### config.mk
export PLATFORM = sky130hd
export DESIGN_NAME = mod_dp
export DESIGN_NICKNAME = d
export VERILOG_FILES = /design/src/rtl/mod_pkg.sv /design/src/rtl/mod_cmp_sub.sv /design/src/rtl/mod_dp.sv
export SDC_FILE = /design/constraint.sdc
export NUM_CORES = 1
export LEC_CHECK = 0
export BUFFER_PORTS_ARGS = -buffer_cell sky130_fd_sc_hd__buf_2
export CAP_MARGIN = 20
export CORE_ASPECT_RATIO = 0.8
export CORE_MARGIN = 2
export CORE_UTILIZATION = 25
export CTS_BUF_LIST = sky130_fd_sc_hd__clkbuf_4
export DETAILED_ROUTE_END_ITERATION = 7
export PLACE_DENSITY = 0.38
export SYNTH_ARGS = -nofsm -noshare
export SYNTH_HDL_FRONTEND = slang
export SYNTH_SLANG_ARGS = --single-unit
### constraint.sdc
create_clock -name CLK -period 3.84 [get_ports CLK]
set_clock_uncertainty 0.15 [all_clocks]
set_input_delay 0.768 -clock CLK [delete_from_list [all_inputs] [get_ports CLK]]
set_output_delay 0.768 -clock CLK [all_outputs]
set_load 0.02 [all_outputs]
### src/rtl/mod_pkg.sv
// ============================================================================
// mod_pkg : shared width default and control-strobe encodings for the
//           repeated-subtraction modulo unit (mod_cu / mod_dp / top level).
// Revision: 1.0  initial release
// ============================================================================
`default_nettype none

package mod_pkg;

  localparam int MOD_WIDTH_DEFAULT = 8;

  // Control word packed as {result_enable, write_enable, select}
  localparam logic [2:0] CTL_IDLE = 3'b000;
  localparam logic [2:0] CTL_LOAD = 3'b010;
  localparam logic [2:0] CTL_SUB  = 3'b011;
  localparam logic [2:0] CTL_RES  = 3'b100;

  typedef enum logic [2:0] {
    CU_IDLE  = 3'd0,
    CU_BEGIN = 3'd1,
    CU_SUB   = 3'd2,
    CU_RES   = 3'd3,
    CU_END   = 3'd4
  } cu_state_e;

endpackage

`default_nettype wire

### src/rtl/mod_cmp_sub.sv
// ============================================================================
// mod_cmp_sub : combined subtractor / less-than comparator; lt is the borrow
//               out of one WIDTH+1-bit subtract.
// Revision: 1.0  initial release
// ============================================================================
`default_nettype none

module mod_cmp_sub
  import mod_pkg::*;
#(
  parameter int WIDTH = MOD_WIDTH_DEFAULT
) (
  input  logic [WIDTH-1:0] a,
  input  logic [WIDTH-1:0] b,
  output logic [WIDTH-1:0] diff,
  output logic             lt
);

  logic [WIDTH:0] full_diff;

  assign full_diff = {1'b0, a} - {1'b0, b};
  assign diff      = full_diff[WIDTH-1:0];
  assign lt        = full_diff[WIDTH];

endmodule

`default_nettype wire

### src/rtl/mod_dp.sv
// ============================================================================
// mod_dp : datapath of the repeated-subtraction modulo unit; working
//          remainder, latched divisor, quotient counter and result registers.
// Revision: 1.0  initial release
// ============================================================================
`default_nettype none

module mod_dp
  import mod_pkg::*;
#(
  parameter int WIDTH = MOD_WIDTH_DEFAULT
) (
  input  logic             CLK,
  input  logic             reset_n,
  input  logic [WIDTH-1:0] dividend,
  input  logic [WIDTH-1:0] divisor,
  input  logic             select,
  input  logic             write_enable,
  input  logic             result_enable,
  output logic             less_than,
  output logic [WIDTH-1:0] remainder,
  output logic [WIDTH-1:0] quotient,
  output logic             result_valid,
  output logic             div_zero
);

  logic [WIDTH-1:0] rem_q, rem_d;
  logic [WIDTH-1:0] div_q, div_d;
  logic [WIDTH-1:0] quo_q, quo_d;
  logic [WIDTH-1:0] remainder_q, remainder_d;
  logic [WIDTH-1:0] quotient_q, quotient_d;
  logic             result_valid_q, result_valid_d;
  logic             div_zero_q, div_zero_d;

  logic [WIDTH-1:0] sub_diff;
  logic             sub_lt;
  logic             div_is_zero;
  logic [2:0]       ctl;
  logic             do_load;
  logic             do_sub;

  mod_cmp_sub #(
    .WIDTH (WIDTH)
  ) u_cmp_sub (
    .a    (rem_q),
    .b    (div_q),
    .diff (sub_diff),
    .lt   (sub_lt)
  );

  // Zero divisor forces the exit condition so the loop never subtracts 0.
  assign div_is_zero = (div_q == '0);
  assign less_than   = sub_lt | div_is_zero;

  assign ctl     = {result_enable, write_enable, select};
  assign do_load = (ctl[1:0] == CTL_LOAD[1:0]);
  assign do_sub  = (ctl[1:0] == CTL_SUB[1:0]) && !less_than;

  always_comb begin
    rem_d          = rem_q;
    div_d          = div_q;
    quo_d          = quo_q;
    remainder_d    = remainder_q;
    quotient_d     = quotient_q;
    result_valid_d = result_valid_q;
    div_zero_d     = div_zero_q;

    if (do_load) begin
      rem_d          = dividend;
      div_d          = divisor;
      quo_d          = '0;
      result_valid_d = 1'b0;
      div_zero_d     = 1'b0;
    end else if (do_sub) begin
      rem_d = sub_diff;
      quo_d = quo_q + WIDTH'(1);
    end

    // Capture uses pre-update working values even if a write coincides.
    if (ctl[2] == CTL_RES[2]) begin
      remainder_d    = rem_q;
      quotient_d     = quo_q;
      result_valid_d = 1'b1;
      div_zero_d     = div_is_zero;
    end
  end

  always_ff @(posedge CLK) begin
    if (!reset_n) begin
      rem_q          <= '0;
      div_q          <= '0;
      quo_q          <= '0;
      remainder_q    <= '0;
      quotient_q     <= '0;
      result_valid_q <= 1'b0;
      div_zero_q     <= 1'b0;
    end else begin
      rem_q          <= rem_d;
      div_q          <= div_d;
      quo_q          <= quo_d;
      remainder_q    <= remainder_d;
      quotient_q     <= quotient_d;
      result_valid_q <= result_valid_d;
      div_zero_q     <= div_zero_d;
    end
  end

  assign remainder    = remainder_q;
  assign quotient     = quotient_q;
  assign result_valid = result_valid_q;
  assign div_zero     = div_zero_q;

endmodule

`default_nettype wire

* Word level (Yosys, flattened, before mapping)
Cells that the tools add are included.
** Operators by class
- Add/subtract/negate cells :: 2
- Equality and inequality tests :: 2
- Mux-type cells :: 5
- Bitwise operators :: 2
- Reductions and logical operators :: 6
** Operator list (number)
- $mux W8 :: 2
- $sub A8 B8 Y9 :: 1
- $add A8 B1 Y8 const B :: 1
- $logic_not A8 Y1 :: 1
- $eq A2 B2 Y1 const B :: 2
- $reduce_bool A2 Y1 :: 2
- $mux W1 :: 3
- $reduce_or A2 Y1 :: 1
- $logic_and A1 B1 Y1 :: 1
- $logic_not A1 Y1 :: 1
- $not A1 Y1 :: 1
- $or A1 B1 Y1 :: 1
** Storage, ports and cells
- Flip-flop bits (word level) :: 42
- Input bits :: 21
- Logic and storage cells :: 24

* Depth between registers and ports, before layout
- Word-level depth :: 6
- Depth in mapped cells :: 11
- Gate-level depth less buffers :: 10

* Modules after synthesis
A second synthesis with hierarchy kept.
** Second synthesis, totals
- Cell total of the unflattened synthesis :: 238
- Area total of the unflattened synthesis :: 2143.3 µm²
** By module, submodules not included
- mod_dp :: instances 1, cells an instance 190, area an instance 1789.2 µm², seq. area each 840.8 µm²
- mod_cmp_sub :: instances 1, cells an instance 48, area an instance 354.1 µm², seq. area each 0.0 µm²

* Worst setup path after synthesis
OpenSTA, ideal clock, no wires.
- Path type :: reg-to-output
- From :: register rem_q[0]
- To :: output less_than
- Data arrival time :: 1498 ps
- Required time :: 2922 ps
- Slack :: 1424 ps
- Cell stages (with the launch flop) :: 8
- Cell sequence :: dfxtp_1 inv_1 ha_1 inv_1 fa_1 a211oi_2 o21ai_2 nand3_2
** Between the ends
- Cells in the longest elaborated chain, start to end :: 2
** RTL lines
- from (decl) :: RTL line mod_dp.sv:27 : logic [WIDTH-1:0] rem_q, rem_d;
- from (signal assigned) :: RTL line mod_dp.sv:98 : rem_q <= rem_d;
- $sub A8 B8 Y9 :: RTL line mod_cmp_sub.sv:21 : assign full_diff = {1'b0, a} - {1'b0, b};
- $or A1 B1 Y1 :: RTL line mod_dp.sv:53 : assign less_than = sub_lt | div_is_zero;
- to (decl) :: RTL line mod_dp.sv:20 : output logic less_than,
No other way between the ends.

* Worst setup path after layout
Ends and elaborated chain as after synthesis.

==> qor.txt <==
synthesized area per cell: 9.05 um2
Yosys warning total: 0
Antenna Cells: 0
status: completed
Net Count, Synth: 265
RSZ-0062 raised after global routing: no
Hold Buf Count CTS: 0
H-tree Lvls: 2
Chip Width: 107 um
Skew-Pair Late Insertion Delay: 370 ps
Max-slew headroom: 0.401
chip height: 86.3 um
Critical Path AT: 2170 ps
CTS tree: built
setup TNS: 0 ps
Ports: 40
Yosys reg bits: 42
core outline area: 0.00809 mm2
DR iter-0 viols: 43
period utilisation layout: 0.805
VDD IR max: 0.000151 V
startpoint types: flip-flop
Main synth FF type: dfxtp_1
M1 WL: 2950 um
first-pass GRT wire length: 8450 um
mapped cell area: 0.00212 mm2
net count reported at finish: 300
drt drc: 0
post-route ant nets: 0
die area: 0.00922 mm2
Pwr per Cell Area: 401 mW/mm2
Post-DP HPWL: 3700 um
Port Buf Inserts: 39
critical path's slowest cell: fa_1
Synth Instances: 234
clk buf depth: 2
pin count of the biggest net entering global routing: 37
endpoint class of the critical path: output pin
Achievable Freq: 323 MHz
number of gates resized after CTS: 0
cell breakdown of the critical path: inv_1, ha_1, inv_1, fa_1, a211oi_2, o21ai_2, nand3_2, buf_2
met2 wire length: 1940 um
CP Buf/Inv Count: 3
Fill cells: 882
RD Place Congestion: 0.740
Final min period: 3090 ps
Async SR Flop Fraction: 0
Post-synth EDFFs: 0
routed vias/inst: 4.44
number of global-route vias before repair: 1618
clock-pin slew of the registers on the worst-case setup and hold paths: 120 ps
Seq/Total Area, Yosys: 0.397
# clock sinks: 42
Area Growth Syn to Fin: 16.7%
GRT Total Usage: 0.119
Synth cell types: 46
setup violators final: 0
Max-Cap Viols: 0
critical path's largest stage delay: 410 ps
Top Layer Used: met4
Starting Density: 0.262
drt total wl: 5190 um
crit path max fanout: 7
Most Frequent Cell on Critical Path: inv_1
GRT overflow: 0
via count: 1678
share of cells above drive strength 1: 0.219
Crit path required time: 2920 ps
Post CTS Setup Buffer Count: 0
CP delay by family, top: adder cells
critical setup path kind: reg -> out
Inserted Clock Buffers: 5
Clock Tree Root: clkbuf_4
Final Hold Viols: 0
leakage: 0.994 nW
Std-Cell Rows: 29
met3 WL: 233 um
wire per inst: 13.7 um
Initial DRT Pass Iterations: 4
HP Class: reg -> reg
worst-margin pin slew: 899 ps
Final Core Density: 0.305
Final Max Slew Viols: 0
initial antenna violation count: 0
==> flip-flops by register name, indices dropped and copies added, names as in the netlist <==
signal        flops
div_q             8
div_zero          1
quo_q             8
quotient          8
rem_q             8
remainder         8
result_valid      1
==> metal layers <==
metal	track usage	vias up
met2	0.164	36
met4	0.0390	0
li1	-	879
met5	0	-
met3	0.0316	8
met1	0.178	755
==> metrics by stage <==
| step | setup slack [ps] | cells | area [um2] | power, mW | hold slack, ps |
|---|---|---|---|---|---|
| finish | 749 | 378 | 2470 | 0.990 | 348 |
| global route | 532 | 378 | 2470 | 1.05 | 378 |
| CTS | 723 | 378 | 2470 | 1.00 | 351 |
| detailed placement | 1150 | 370 | 2390 | 0.708 | 333 |
| global placement | 1150 | 370 | 2390 | 0.707 | 325 |
| floorplan | 1420 | 234 | 2120 | 0.649 | 306 |
==> final timing paths <==
path	from	to	slack [ps]	cells past startpoint
setup / recovery	rem_q[0]$_SDFFE_PN0P_	less_than	750	8
hold / removal	div_q[1]$_SDFFE_PN0P_	div_q[1]$_SDFFE_PN0P_	350	2
setup reg to reg	rem_q[0]$_SDFFE_PN0P_	quo_q[4]$_SDFFE_PP0P_	1540	10
hold reg to reg	div_q[1]$_SDFFE_PN0P_	div_q[1]$_SDFFE_PN0P_	350	2
==> cell type report <==
type                       count  area, um2  area share
timing repair buffer          39        195      0.0790
tap                          108        135      0.0547
inverter                      10       37.5      0.0152
multi-input combinational    171       1180       0.479
sequential                    42        841       0.340
clock inverter                 3       40.0      0.0162
clock buffer                   5       37.5      0.0152
==> power by group <==
| group | switching, mW | total (mW) | internal, mW |
|---|---|---|---|
| Clock | 0.159 | 0.294 | 0.135 |
| Sequential | 0.0163 | 0.471 | 0.454 |
| Combinational | 0.132 | 0.226 | 0.0939 |
| Total | 0.307 | 0.990 | 0.683 |
==> cells in the mapped netlist (6+ instances only) <==
master / count / area share
mux2i_1: 20 / 0.095
ha_1: 9 / 0.053
nor2b_1: 18 / 0.053
a21boi_0: 8 / 0.028
inv_1: 10 / 0.018
nor2_1: 17 / 0.030
nand2_1: 27 / 0.048
clkbuf_1: 6 / 0.011
o21ai_0: 9 / 0.021
dfxtp_1: 42 / 0.40
a21oi_1: 9 / 0.021
==> cells by family after synthesis <==
group / count (synthesis) / share of synthesized area
buffers and inverters: 21 / 0.0431
multiplexers: 20 / 0.0946
adder cells (fa/ha/maj): 10 / 0.0626
AO/OA/AOI/OAI: 49 / 0.165
AND/OR/NAND/NOR: 84 / 0.204
flip-flops: 42 / 0.397
XOR/XNOR: 8 / 0.0331
==> cell usage in the layout (no fill, tap or decap), types with 2 or more instances in the layout <==
cell and instances:
nand3_1 4, nor2_1 17, a21oi_1 9, nor4_1 3, buf_2 39, inv_1 10, o21ai_0 9, a2bb2oi_1 2
a211oi_2 2, dfxtp_1 42, clkbuf_4 5, a21boi_1 2, nor2b_1 18, nand2_1 27, a21boi_0 8, nand2b_1 2
nand4_1 2, and2_1 2, mux2i_1 20, xnor2_1 4, xor2_1 4, o21ai_2 2, nor3_2 2, a21o_1 2
clkinv_2 2, ha_1 9, o211ai_1 3
==> worst min-delay path, cell delays in order, from the launching register on <==
cell and delay, ps:
dfxtp_1 350, nand2_1 50, a21boi_0 60
No activity file was read; power rests on OpenSTA's default activity.
